<file path="config.mk">
export PLATFORM = sky130hd
export DESIGN_NAME = mem_stage
export DESIGN_NICKNAME = d
export VERILOG_FILES = /design/src/rtl/core.sv /design/src/rtl/rv32i.sv /design/src/rtl/mem_store_align.sv /design/src/rtl/mem_stage.sv
export SDC_FILE = /design/constraint.sdc
export NUM_CORES = 1
export LEC_CHECK = 0
export CELL_PAD_IN_SITES_DETAIL_PLACEMENT = 1
export CELL_PAD_IN_SITES_GLOBAL_PLACEMENT = 2
export CORE_ASPECT_RATIO = 2
export CORE_MARGIN = 2
export CORE_UTILIZATION = 28
export CTS_CLUSTER_SIZE = 16
export DETAILED_ROUTE_END_ITERATION = 8
export GPL_TIMING_DRIVEN = 0
export PLACE_DENSITY = 0.92
export RECOVER_POWER = 50
export SETUP_SLACK_MARGIN = 0.3
export SLEW_MARGIN = 0
export SYNTH_ARGS = -nofsm -noshare
export SYNTH_HDL_FRONTEND = slang
export SYNTH_HIERARCHICAL = 1
export SYNTH_SLANG_ARGS = --single-unit
export TNS_END_PERCENT = 1
</file>
<file path="constraint.sdc">
create_clock -name clk -period 3.5 [get_ports clk]
set_clock_uncertainty 0.2 [all_clocks]
set_input_delay 0.7 -clock clk [delete_from_list [all_inputs] [get_ports clk]]
set_output_delay 0.7 -clock clk [all_outputs]
set_load 0.02 [all_outputs]
</file>
<file path="src/rtl/core.sv">
// Pipeline bundle types shared between execute, memory and assembly stages,
// together with the memory-stage state encoding and reset values.
package core;

  typedef struct packed {
    logic [31:0] de_inst;
    logic [31:0] pc;
    logic [31:0] rs1_value;
    logic [31:0] rs2_value;
    logic [31:0] ex_result;
    logic [31:0] ex_addr;
    logic        valid;
  } ex_mem_t;

  typedef struct packed {
    logic [31:0] de_inst;
    logic [31:0] pc;
    logic [31:0] rs1_value;
    logic [31:0] rs2_value;
    logic [31:0] ex_result;
    logic [31:0] ex_addr;
    logic [31:0] mem_result;
    logic        fault;
    logic        valid;
  } mem_asm_t;

  localparam ex_mem_t  ex_mem_rst  = '0;
  localparam mem_asm_t mem_asm_rst = '0;

  typedef enum logic [1:0] {
    IDLE = 2'd0,
    REQ  = 2'd1,
    WAIT = 2'd2,
    DONE = 2'd3
  } mem_state_t;

  // The outgoing valid follows the source bundle's valid, which is always set
  // at the points where a bundle is handed downstream.
  function automatic mem_asm_t make_mem_asm(input ex_mem_t e,
                                            input logic [31:0] mem_result,
                                            input logic fault);
    mem_asm_t a;
    a.de_inst    = e.de_inst;
    a.pc         = e.pc;
    a.rs1_value  = e.rs1_value;
    a.rs2_value  = e.rs2_value;
    a.ex_result  = e.ex_result;
    a.ex_addr    = e.ex_addr;
    a.mem_result = mem_result;
    a.fault      = fault;
    a.valid      = e.valid;
    return a;
  endfunction

endpackage

</file>
<file path="src/rtl/rv32i.sv">
// RV32I opcode and funct3 constants used by the memory stage,
// plus small field-extraction helpers for instruction words.
package rv32i;

  localparam logic [6:0] OPC_LOAD  = 7'b0000011;
  localparam logic [6:0] OPC_STORE = 7'b0100011;

  localparam logic [2:0] F3_B  = 3'b000;
  localparam logic [2:0] F3_H  = 3'b001;
  localparam logic [2:0] F3_W  = 3'b010;
  localparam logic [2:0] F3_BU = 3'b100;
  localparam logic [2:0] F3_HU = 3'b101;

  function automatic logic [6:0] opcode(input logic [31:0] inst);
    return inst[6:0];
  endfunction

  function automatic logic [2:0] funct3(input logic [31:0] inst);
    return inst[14:12];
  endfunction

endpackage

</file>
<file path="src/rtl/mem_store_align.sv">
// Store lane alignment: turns funct3, byte address and register data into the
// word address, byte-enable mask and lane-shifted write data.
module mem_store_align
  import rv32i::*;
(
  input  logic [2:0]  funct3_i,
  input  logic [31:0] ex_addr_i,
  input  logic [31:0] rs2_value_i,
  output logic [31:0] word_addr_o,
  output logic [3:0]  wmask_o,
  output logic [31:0] wdata_o
);

  logic [1:0] off;

  assign off         = ex_addr_i[1:0];
  assign word_addr_o = {ex_addr_i[31:2], 2'b00};

  // Shifts are evaluated at 4 bits so lanes pushed past byte 3 simply vanish.
  always_comb begin
    wmask_o = 4'b1111;
    case (funct3_i)
      F3_B:    wmask_o = 4'b0001 << off;
      F3_H:    wmask_o = 4'b0011 << off;
      default: wmask_o = 4'b1111;
    endcase
  end

  assign wdata_o = rs2_value_i << {off, 3'b000};

endmodule

</file>
<file path="src/rtl/mem_stage.sv">
// Memory pipeline stage: forwards non-memory instructions in one cycle and runs
// one load/store at a time over a request/response data-memory port with a
// response timeout. Define MEM_STAGE_MISALIGN_CHECK_EN to fault misaligned
// half/word accesses instead of issuing them.
module mem_stage
  import core::*;
  import rv32i::*;
#(
  parameter int unsigned TIMEOUT_CYCLES = 255
) (
  input  logic        clk,
  input  logic        rst,
  input  logic        en,
  input  logic        next_rdy,
  input  ex_mem_t     ex_mem,
  output mem_asm_t    mem_asm,
  output logic        rdy,
  output logic        dmem_req_valid,
  input  logic        dmem_req_ready,
  output logic [31:0] dmem_addr,
  output logic        dmem_we,
  output logic [3:0]  dmem_wmask,
  output logic [31:0] dmem_wdata,
  input  logic        dmem_resp_valid,
  input  logic [31:0] dmem_rdata
);

  localparam logic [15:0] TIMEOUT_LIMIT = 16'(TIMEOUT_CYCLES);

  mem_state_t  state_q, state_d;
  logic [15:0] cnt_q, cnt_d;
  ex_mem_t     cap_q, cap_d;
  logic [31:0] res_q, res_d;
  logic        fault_q, fault_d;
  mem_asm_t    mem_asm_q, mem_asm_d;

  logic        in_is_mem;
  logic        cap_is_load;
  logic        cap_is_store;
  logic [31:0] align_addr;
  logic [3:0]  align_wmask;
  logic [31:0] align_wdata;

  assign in_is_mem    = (opcode(ex_mem.de_inst) == OPC_LOAD) ||
                        (opcode(ex_mem.de_inst) == OPC_STORE);
  assign cap_is_load  = (opcode(cap_q.de_inst) == OPC_LOAD);
  assign cap_is_store = (opcode(cap_q.de_inst) == OPC_STORE);

`ifdef MEM_STAGE_MISALIGN_CHECK_EN
  logic       in_misaligned;
  logic [2:0] in_f3;

  assign in_f3 = funct3(ex_mem.de_inst);

  always_comb begin
    in_misaligned = 1'b0;
    if ((in_f3 == F3_H || in_f3 == F3_HU) && ex_mem.ex_addr[0])
      in_misaligned = 1'b1;
    else if (in_f3 == F3_W && ex_mem.ex_addr[1:0] != 2'b00)
      in_misaligned = 1'b1;
  end
`endif

  mem_store_align u_align (
    .funct3_i    (funct3(cap_q.de_inst)),
    .ex_addr_i   (cap_q.ex_addr),
    .rs2_value_i (cap_q.rs2_value),
    .word_addr_o (align_addr),
    .wmask_o     (align_wmask),
    .wdata_o     (align_wdata)
  );

  assign rdy            = en && next_rdy && (state_q == IDLE);
  assign dmem_req_valid = (state_q == REQ);
  assign dmem_addr      = align_addr;
  assign dmem_we        = cap_is_store;
  assign dmem_wmask     = cap_is_store ? align_wmask : 4'b0000;
  assign dmem_wdata     = align_wdata;
  assign mem_asm        = mem_asm_q;

  always_comb begin
    state_d   = state_q;
    cnt_d     = cnt_q;
    cap_d     = cap_q;
    res_d     = res_q;
    fault_d   = fault_q;
    mem_asm_d = mem_asm_q;

    // A free downstream slot with nothing handed over drains the output.
    if (next_rdy)
      mem_asm_d.valid = 1'b0;

    case (state_q)
      IDLE: begin
        if (rdy && ex_mem.valid) begin
          if (in_is_mem) begin
            cap_d   = ex_mem;
            res_d   = '0;
            fault_d = 1'b0;
`ifdef MEM_STAGE_MISALIGN_CHECK_EN
            if (in_misaligned) begin
              fault_d = 1'b1;
              state_d = DONE;
            end else begin
              state_d = REQ;
            end
`else
            state_d = REQ;
`endif
          end else begin
            mem_asm_d = make_mem_asm(ex_mem, 32'd0, 1'b0);
          end
        end
      end

      REQ: begin
        if (dmem_req_ready) begin
          state_d = WAIT;
          cnt_d   = '0;
        end
      end

      WAIT: begin
        if (dmem_resp_valid) begin
          res_d   = cap_is_load ? dmem_rdata : 32'd0;
          fault_d = 1'b0;
          state_d = DONE;
        end else begin
          cnt_d = cnt_q + 16'd1;
          if (cnt_q + 16'd1 == TIMEOUT_LIMIT) begin
            res_d   = '0;
            fault_d = 1'b1;
            state_d = DONE;
          end
        end
      end

      DONE: begin
        if (next_rdy) begin
          mem_asm_d = make_mem_asm(cap_q, res_q, fault_q);
          state_d   = IDLE;
        end
      end

      default: state_d = IDLE;
    endcase
  end

  always_ff @(posedge clk) begin
    if (rst) begin
      state_q   <= IDLE;
      cnt_q     <= '0;
      cap_q     <= ex_mem_rst;
      res_q     <= '0;
      fault_q   <= 1'b0;
      mem_asm_q <= mem_asm_rst;
    end else begin
      state_q   <= state_d;
      cnt_q     <= cnt_d;
      cap_q     <= cap_d;
      res_q     <= res_d;
      fault_q   <= fault_d;
      mem_asm_q <= mem_asm_d;
    end
  end

endmodule

</file>
Yosys cells after proc, flatten, opt, wreduce, memory -nomap -nowiden --
Cells that the tools add are included.
Storage, ports and cells: output and inout port bits 297, flip-flop bits (word level) 470, word-level logic and storage cells 82, bits of input ports 231
Cells by class: reductions and logical operators 14, equality and inequality tests 16, $add $sub $neg 1, shift-type cells 3, muxes and demuxes 28
Operators with widths (count):
- $mux 226 | 3
- $pmux 226 s2 | 1
- $mux 32 | 5
- $pmux 32 s2 | 1
- $mux 16 | 2
- $pmux 16 s2 | 1
- $shl 32x5->32 | 1
- $add 16x1->16 const B | 1
- $eq 16x8->1 const B | 1
- $eq 7x2->1 const B | 2
- $eq 7x6->1 const B | 2
- $mux 2 | 6
- $ne 2x2->1 const B | 4
- $pmux 2 s4 | 1
- $pmux 4 s2 | 1
- $reduce_and 4->1 | 2
- $reduce_and 3->1 | 2
- $reduce_bool 2->1 | 3
- $mux 1 | 5
- $reduce_and 5->1 | 1
- $eq 2x2->1 const B | 2
- $mux 4 | 1
- $ne 2x1->1 const B | 2
- $shl 1x2->4 const A | 1
- other kinds (9) | 11

Longest topological paths before layout --
Gate-level depths: netlist of run 1.
word-level depth 5, gate-level depth with buffers 12

By module --
The synthesis of run 1 kept the hierarchy.
By module, submodules not included:
- mem_stage | cells an instance 1897, seq. area each 9409.0 um^2, instances 1, area each 17155.2 um^2
- mem_store_align | cells an instance 106, seq. area each 0.0 um^2, instances 1, area each 832.0 um^2

Worst setup path after synthesis of run 1 --
OpenSTA, ideal clock, no wires.
path type in2reg, start input port ex_mem[163] (netlist bit), end register state_q[1], path slack 0.611 ns, library setup time 0.121 ns, stages on the path 7, data required time 3.179 ns, arrival 2.568 ns, path through or4_4 -> or4_4 -> buf_6 -> a211oi_2 -> mux2i_1 -> nor2_1 -> mux2_2
On the way: cells in the longest elaborated chain, start to end 4, elaborated cells between the ends (all ways) 5
RTL lines:
- start: declaration | line mem_stage.sv:15 | input ex_mem_t ex_mem,
- $eq 7x2->1 or $eq 7x6->1 (tied branches) | line mem_stage.sv:44, mem_stage.sv:45
- $logic_or 1x1->1 (*) | line mem_stage.sv:44 | assign in_is_mem = (opcode(ex_mem.de_inst) == OPC_LOAD) ||
- $ne 2x2->1 (no line) (*)
- $reduce_and 5->1 (no line) (*)
- end signal: assignment | line mem_stage.sv:158 | state_q <= state_d;
- end: declaration | line mem_stage.sv:30 | mem_state_t state_q, state_d;
Every way passes the cells marked *; elsewhere a longest branch is shown, timed or not. A chain may end at the register's enable or synchronous reset.

Worst setup path in the final report of run 1 --
start register cap_q[2] (netlist bit), end output port dmem_wmask[0]
On the way: cells in the longest elaborated chain, start to end 3, elaborated cells between the ends (all ways) 4
RTL lines:
- start: declaration | line mem_stage.sv:32 | ex_mem_t cap_q, cap_d;
- start signal: assignment | line mem_stage.sv:153 | cap_q <= ex_mem_rst;
- start signal: assignment | line mem_stage.sv:160 | cap_q <= cap_d;
- $shl 2x2->4 or $shl 1x2->4 (tied branches) | line mem_store_align.sv:24, mem_store_align.sv:23
- $pmux 4 s2 (*) | line mem_store_align.sv:22 | case (funct3_i)
- named net align_wmask[0] | line mem_stage.sv:41 | logic [3:0] align_wmask;
- $mux 4 (*) | line mem_stage.sv:77 | assign dmem_wmask = cap_is_store ? align_wmask : 4'b0000;
- end: declaration | line mem_stage.sv:22 | output logic [3:0] dmem_wmask,
Mark *: on every way through the listed nets, which the timed path passes. The rest lies on a longest branch.

==> results of run 1 <==
-- metal layers --
metal,part of all wire,global-route usage
met1,0.34,0.240
met2,0.53,0.476
met3,0.081,0.0733
met4,0.052,0.128
met5,0.00036,0
-- registers in the layout, indices dropped and copies added (netlist names) --
signal   flops
state_q      2
res_q       32
fault_q      1
cap_q      193
mem_asm    226
cnt_q       16
-- worst max-delay path, delay by kind of cell (launching register included) --
family,cells,cell delay [ns]
buffers and inverters,3,1.13
DFF,1,0.48
and+or+nand+nor,1,0.17
AOI/OAI and AO/OA,1,0.09
-- final timing paths --
kind,startpoint,slack (ns),depth (start not counted),endpoint
setup / recovery,cap_q[2],0.13,5,dmem_wmask[0]
hold / removal,cap_q[188],0.26,2,cap_q[188]
setup reg to reg,state_q[1],0.21,10,cap_q[13]
hold reg to reg,cap_q[188],0.26,2,cap_q[188]
-- power groups by stage --
stage / Clock, mW / Combinational [mW] / Sequential, mW
2_1_floorplan: 0 / 0.354 / 5.69
3_5_place_dp: 0 / 1.13 / 5.61
3_3_place_gp: 0 / 1.11 / 5.60
4_1_cts: 5.37 / 1.15 / 5.49
5_1_grt: 5.56 / 1.18 / 5.49
6_report: 5.24 / 1.12 / 5.48
-- layout make-up --
cell class | count | area, µm² | share of cell area
repair buffers | 527 | 5270 | 0.204
multi-input cells | 1308 | 7480 | 0.289
well taps | 798 | 998 | 0.0386
clock inverters | 20 | 236 | 0.00913
inverters | 11 | 41.3 | 0.00159
clock buffers | 62 | 1320 | 0.0510
diodes | 1 | 2.50 | 0.0000967
flip-flops and latches | 470 | 9410 | 0.364
plain buffers | 215 | 1120 | 0.0434
-- placed cells by master (no fill, tap or decap), types with 9 or more instances in the layout --
cell type        instances
dfxtp_1                468
nand2_1                381
nor2_1                 267
clkdlybuf4s50_1        264
dlygate4sd3_1          257
a21oi_1                205
a222oi_1               192
clkbuf_1               120
clkbuf_16               46
buf_4                   38
a21o_1                  36
mux2i_1                 35
a22oi_1                 35
buf_2                   34
a22o_1                  32
clkbuf_2                15
inv_1                   11
clkbuf_8                11
o21ai_0                 10
and2_1                  10
nor3_1                   9
-- logic make-up (layout without fill, tap and decap cells) --
group	Yosys count	in the layout	share of synthesized area
buf+inv	226	835	0.0631
mux	36	36	0.0201
fa+ha+maj	6	6	0.00417
compound gates	537	537	0.224
other cells	1	3	0.000208
flops	470	470	0.523
xor+xnor	6	6	0.00292
simple gates	721	721	0.162
-- repair_timing --
item                                    CTS  global route
endpoints found under the setup margin  416           438
setup buffers                             3             0
resized for setup                        20            28
pin swaps                                 1             0
-- through the flow --
step | total power, mW | setup WS (ns)
after floorplan | 6.04 | 0.611
after global placement | 6.71 | -1.15
after detailed placement | 6.74 | -1.22
after CTS | 12.0 | 0.0340
after global routing | 12.2 | 0.0111
final | 11.8 | 0.129
==> qor.txt, run 1 <==
Layout area overhead: 43.9%
Max Root-Sink Buffers: 3
Crit-path max FO: 10
Grt ovf: 0
Slew margin rel.: 0.283
WL per Instance: 25.2 µm
DR vias: 18.5k
Final net count: 2815
Initial antenna violation count: 3
Worst slew pin tran: 1.07 ns
Slew Limit Fails: 0
Detail Placement HPWL: 65900 µm
Final Hold Viols: 0
Combinational power share: 0.094
Crit-path cells: buf_4, buf_4, o21ai_1, and3_1, clkdlybuf4s50_1
Synth top area share: 0.523
Leakage: 10.1 nW
Wirelength, routed: 85800 µm
DP Area: 24200 µm²
Avg Cell Area, Syn: 8.98 µm²
Achievable frequency: 297 MHz
Gpl congestion: 0.883
Ys Warns: 6
Synth top area cells: dfxtp_1, a222oi_1, nand2_1
Post-route DRC violation count: 0
Mapped cell area: 18000 µm²
Root buffer cell: clkbuf_16
Post-synth EDFFs: 0
CTS buffer count: 45
CP Capture Type: output port
Data arrival, critical path: 2.47 ns
Initial DRC count: 1342
Maximum vdd ir drop: 0.364 mV
H-Tree Depth: 2
Ys flop type: dfxtp_1
PD cells: 457 nW/µm²
Wire length of the first global-routing pass: 126000 µm
Hold WC Path Type: flip-flop to flip-flop
Pint: 8.89 mW
CP Data Required Time: 2.60 ns
Final Non-Filler Cells: 3412
Crit Path Category: flip-flop to output port
Post-route design area: 25900 µm²
Drt pass-1 iters: 9
Dominant cell type by area after synthesis: dfxtp_1
I/O Pins: 528
Chip width: 183 µm
Setup_tns: 0 ns
Clk_lat worst skew: 0.57 ns
Min Tclk post-route: 3.37 ns
Cells after Synth: 2003
Antenna-violating nets left: 0
Share of power burned in registers: 0.463
MaxCap Viol Count: 0
Startpoint types: flip-flop
Synth unique cells: 58
Post-synthesis sequential area ratio: 0.523
CP max stage cell: clkdlybuf4s50_1
Fillers: 7344
RSZ-0062 raised after global routing: yes
Layout cell share with drive strength beyond 1: 0.0762
Status: finished clean
Via density per instance: 5.41
Reg clk slew, reported paths: 0.07 ns
Die Y: 362 µm
Hold_ws: 0.256 ns
Final worst path period share: 0.963
Placed cell count: 3326
Vias in the first global route: 20.3k
Sink Count: 470
Critical path's most frequent cell: buf_4
FF+latch count, synth: 470
FP Rows: 131
Setup violators final: 0
Asr flop ratio synth: 0
Dominant cell by count in the synthesized netlist: dfxtp_1
Max incr delay on CP: 0.61 ns
Pin count of the biggest net entering global routing: 16
Initial core utilization: 0.283
Switch Pwr: 2.95 mW
Tot GR Track Use: 0.250
Post-synth top cells: dfxtp_1, nand2_1, nor2_1
CTS tree: done
CTS Hold Bufs: 0
Switching part of the total: 0.249
Clock power frac: 0.442
CORE AREA: 63600 µm²
Die ar.: 66400 µm²
Final core occ: 0.407
Port Buffers: 524
Power figures use the tool's default switching activity.
==> inputs of run 2 (changes only) <==
- SETUP_SLACK_MARGIN: 0.3 -> 0.2
==> run 2 against run 1 <==
Compared with the run above: the flow now finishes with violations (DRC); die area did not move; routed wire length fell by 0.12%; sequential power barely moved; core utilization fell by 0.051 points; highest routed layer unchanged; first-iteration DRC count fell by 3.7%; clock-buffer cell count did not move; sequential cell count did not move; non-clock buffer count fell by 1; largest power group unchanged; power barely moved; sequential share of layout area rose by 0.055 points; critical path depth rose by 3; via count fell by 0.34%.
==> qor.txt, run 2 (synthesized netlist as in run 1, its figures left out) <==
Hold_ws: 0.256 ns (+0.000425 ns)
PD cells: 458 nW/µm² (+0.21%)
Startpoint types: input port
Slew margin rel.: 0.286 (+0.00238)
Die ar.: 66400 µm² (unchanged)
Fillers: 7357 (+0.18%)
Initial antenna violation count: 5 (+2)
Detail Placement HPWL: 65900 µm (unchanged)
Reg clk slew, reported paths: 0.06 ns (about the same)
H-Tree Depth: 2 (unchanged)
Final Hold Viols: 0 (unchanged)
Failing checks: DRC
Maximum vdd ir drop: 0.369 mV (+1.4%)
Initial core utilization: 0.283 (unchanged)
Footprint of the multi-input gates: 7460 µm² (-0.32%)
CTS buffer count: 45 (unchanged)
Port Buffers: 524 (unchanged)
Antenna-violating nets left: 0 (unchanged)
Reg2Reg Setup Slack: 0.37 ns (+0.16 ns)
Placed cell count: 3326 (unchanged)
Hold Path Sink: cap_q[188]
R2r endpoint: res_q[6]
Root buffer cell: clkbuf_16
Worst reg2reg startpoint: cnt_q[0]
Max Root-Sink Buffers: 3 (unchanged)
Via density per instance: 5.39 (-0.34%)
Crit-path max FO: 10 (unchanged)
Cell family with most CP delay: buffers and inverters
MaxCap Viol Count: 0 (unchanged)
DR vias: 18.4k (-0.34%)
Setup violators final: 0 (unchanged)
Leakage: 10.1 nW (+0.11%)
Post-route DRC violation count: 13 (+13)
CP Capture Type: flip-flop
RSZ-0062 raised after global routing: yes
Dpl ws: -1.22 ns (unchanged)
Die Y: 362 µm (unchanged)
Crit-path cells: clkdlybuf4s50_1, or4_1, or4_1, buf_6, clkbuf_2, clkbuf_1, nand2_1, a21oi_1
Pin count of the biggest net entering global routing: 16 (unchanged)
Min Tclk post-route: 3.34 ns (-0.0320 ns)
Layout cell share with drive strength beyond 1: 0.0724 (-0.00380)
CP Data Required Time: 3.71 ns (+1.11 ns)
Hold Path Stages: 2 (unchanged)
Tot GR Track Use: 0.250 (about the same)
Clk_lat worst skew: 0.58 ns (about the same)
Overall power: 11.8 mW (about the same)
CTS tree: done
Final worst path period share: 0.954 (-0.00913)
WL per Instance: 25.1 µm (-0.12%)
Final net count: 2814 (-0.036%)
R2R depth: 8 (-2)
Slew Limit Fails: 0 (unchanged)
CTS Hold Bufs: 0 (unchanged)
Hold WC Path Type: flip-flop to flip-flop
Sink Count: 470 (unchanged)
Wire length of the first global-routing pass: 126000 µm (about the same)
CP max stage cell: or4_1
Grt ovf: 0 (unchanged)
Initial DRC count: 1293 (-3.7%)
Hold Crit Start: cap_q[188]
Drt pass-1 iters: 9 (unchanged)
Max incr delay on CP: 0.63 ns (+0.02 ns)
WP buf/inv: 4 (+1)
Worst setup margin: 0.161 ns (+0.0320 ns)
I/O Pins: 528 (unchanged)
Vias in the first global route: 20.3k (-0.035%)
Data arrival, critical path: 3.55 ns (+1.08 ns)
Chip width: 183 µm (unchanged)
Sequential Area: 9410 µm² (about the same)
CORE AREA: 63600 µm² (unchanged)
Crit Path Category: input port to flip-flop
Layout area overhead: 43.8%
FP Rows: 131 (unchanged)
Wirelength, routed: 85700 µm (-0.12%)
Status: finished with violations
Worst slew pin tran: 1.07 ns (-0.00357 ns)
Achievable frequency: 299 MHz (+0.96%)
Max reg flops: 226 (unchanged)
Critical path's most frequent cell: or4_1
Commonest non-fill, non-tap cells in the layout: dfxtp_1, nand2_1, nor2_1, dlygate4sd3_1, clkdlybuf4s50_1
Commonest non-fill, non-tap cell in the layout: dfxtp_1
Gpl congestion: 0.883 (unchanged)
Final core occ: 0.407 (-0.000511)
Final Non-Filler Cells: 3412 (unchanged)
[run 2: changes by cell type in the layout (fill, tap and decap cells not counted), sizes merged]
cell           before  now
clkbuf            195  198
buf                86   82
diode               1    2
dlygate4sd2         2   10
clkdlybuf4s50     264  256
[run 2: what timing repair did]
action	4_1_cts	5_1_grt
resized for setup	37	6
buffers inserted	0	2
pin swaps	1	2
endpoints found under the setup margin	413	225
cloned	0	0
[run 2: how the worst max path moves through the flow]
stage                start            to  slack (ns)  cells past startpoint
6_report       ex_mem[163]     cap_q[12]        0.16                      8
5_1_grt           cnt_q[1]      res_q[9]        0.10                      8
4_1_cts        ex_mem[163]   mem_asm[64]        0.21                      8
3_5_place_dp   ex_mem[163]  mem_asm[205]       -1.22                      9
3_3_place_gp   ex_mem[163]  mem_asm[205]       -1.15                      9
2_1_floorplan  ex_mem[163]    state_q[1]        0.61                      7
[run 2: stage by stage]
| stage | setup TNS (ns) | area (µm²) |
|---|---|---|
| 2_1_floorplan | 0 | 18000 |
| 3_3_place_gp | -292.29 | 24200 |
| 3_5_place_dp | -315.11 | 24200 |
| 4_1_cts | 0 | 25800 |
| 5_1_grt | 0 | 25900 |
| 6_report | 0 | 25900 |
[run 2: final cells by class]
| cell class | count | area share |
|---|---|---|
| flip-flops and latches | 470 | 0.364 |
| multi-input cells | 1308 | 0.288 |
| repair buffers | 526 | 0.203 |
| clock buffers | 62 | 0.0511 |
| plain buffers | 215 | 0.0436 |
| well taps | 798 | 0.0386 |
| clock inverters | 20 | 0.00915 |
| inverters | 11 | 0.00160 |
| diodes | 2 | 0.000194 |
[run 2: power breakdown]
part           internal, mW  switching (mW)
clock network          2.96            2.29
logic                 0.505           0.611
registers              5.43          0.0539
[run 2: routing by layer]
metal | wire length [µm] | track usage | vias to the layer above
met2 | 44700 | 0.474 | 760
met1 | 29400 | 0.241 | 9085
li1 | - | - | 8356
met4 | 4790 | 0.133 | 4
met3 | 6800 | 0.0727 | 193
met5 | 30 | 0 | -
[run 2: worst reg2reg max path: cells and delay by family, from the launching register on]
kind / cells / cell delay (ns)
adders and majority gates: 1 / 0.29
and+or+nand+nor: 3 / 1.14
DFF: 1 / 0.43
xor gates and xnor gates: 1 / 0.19
AOI/OAI and AO/OA: 2 / 0.51
buffers and inverters: 1 / 0.28
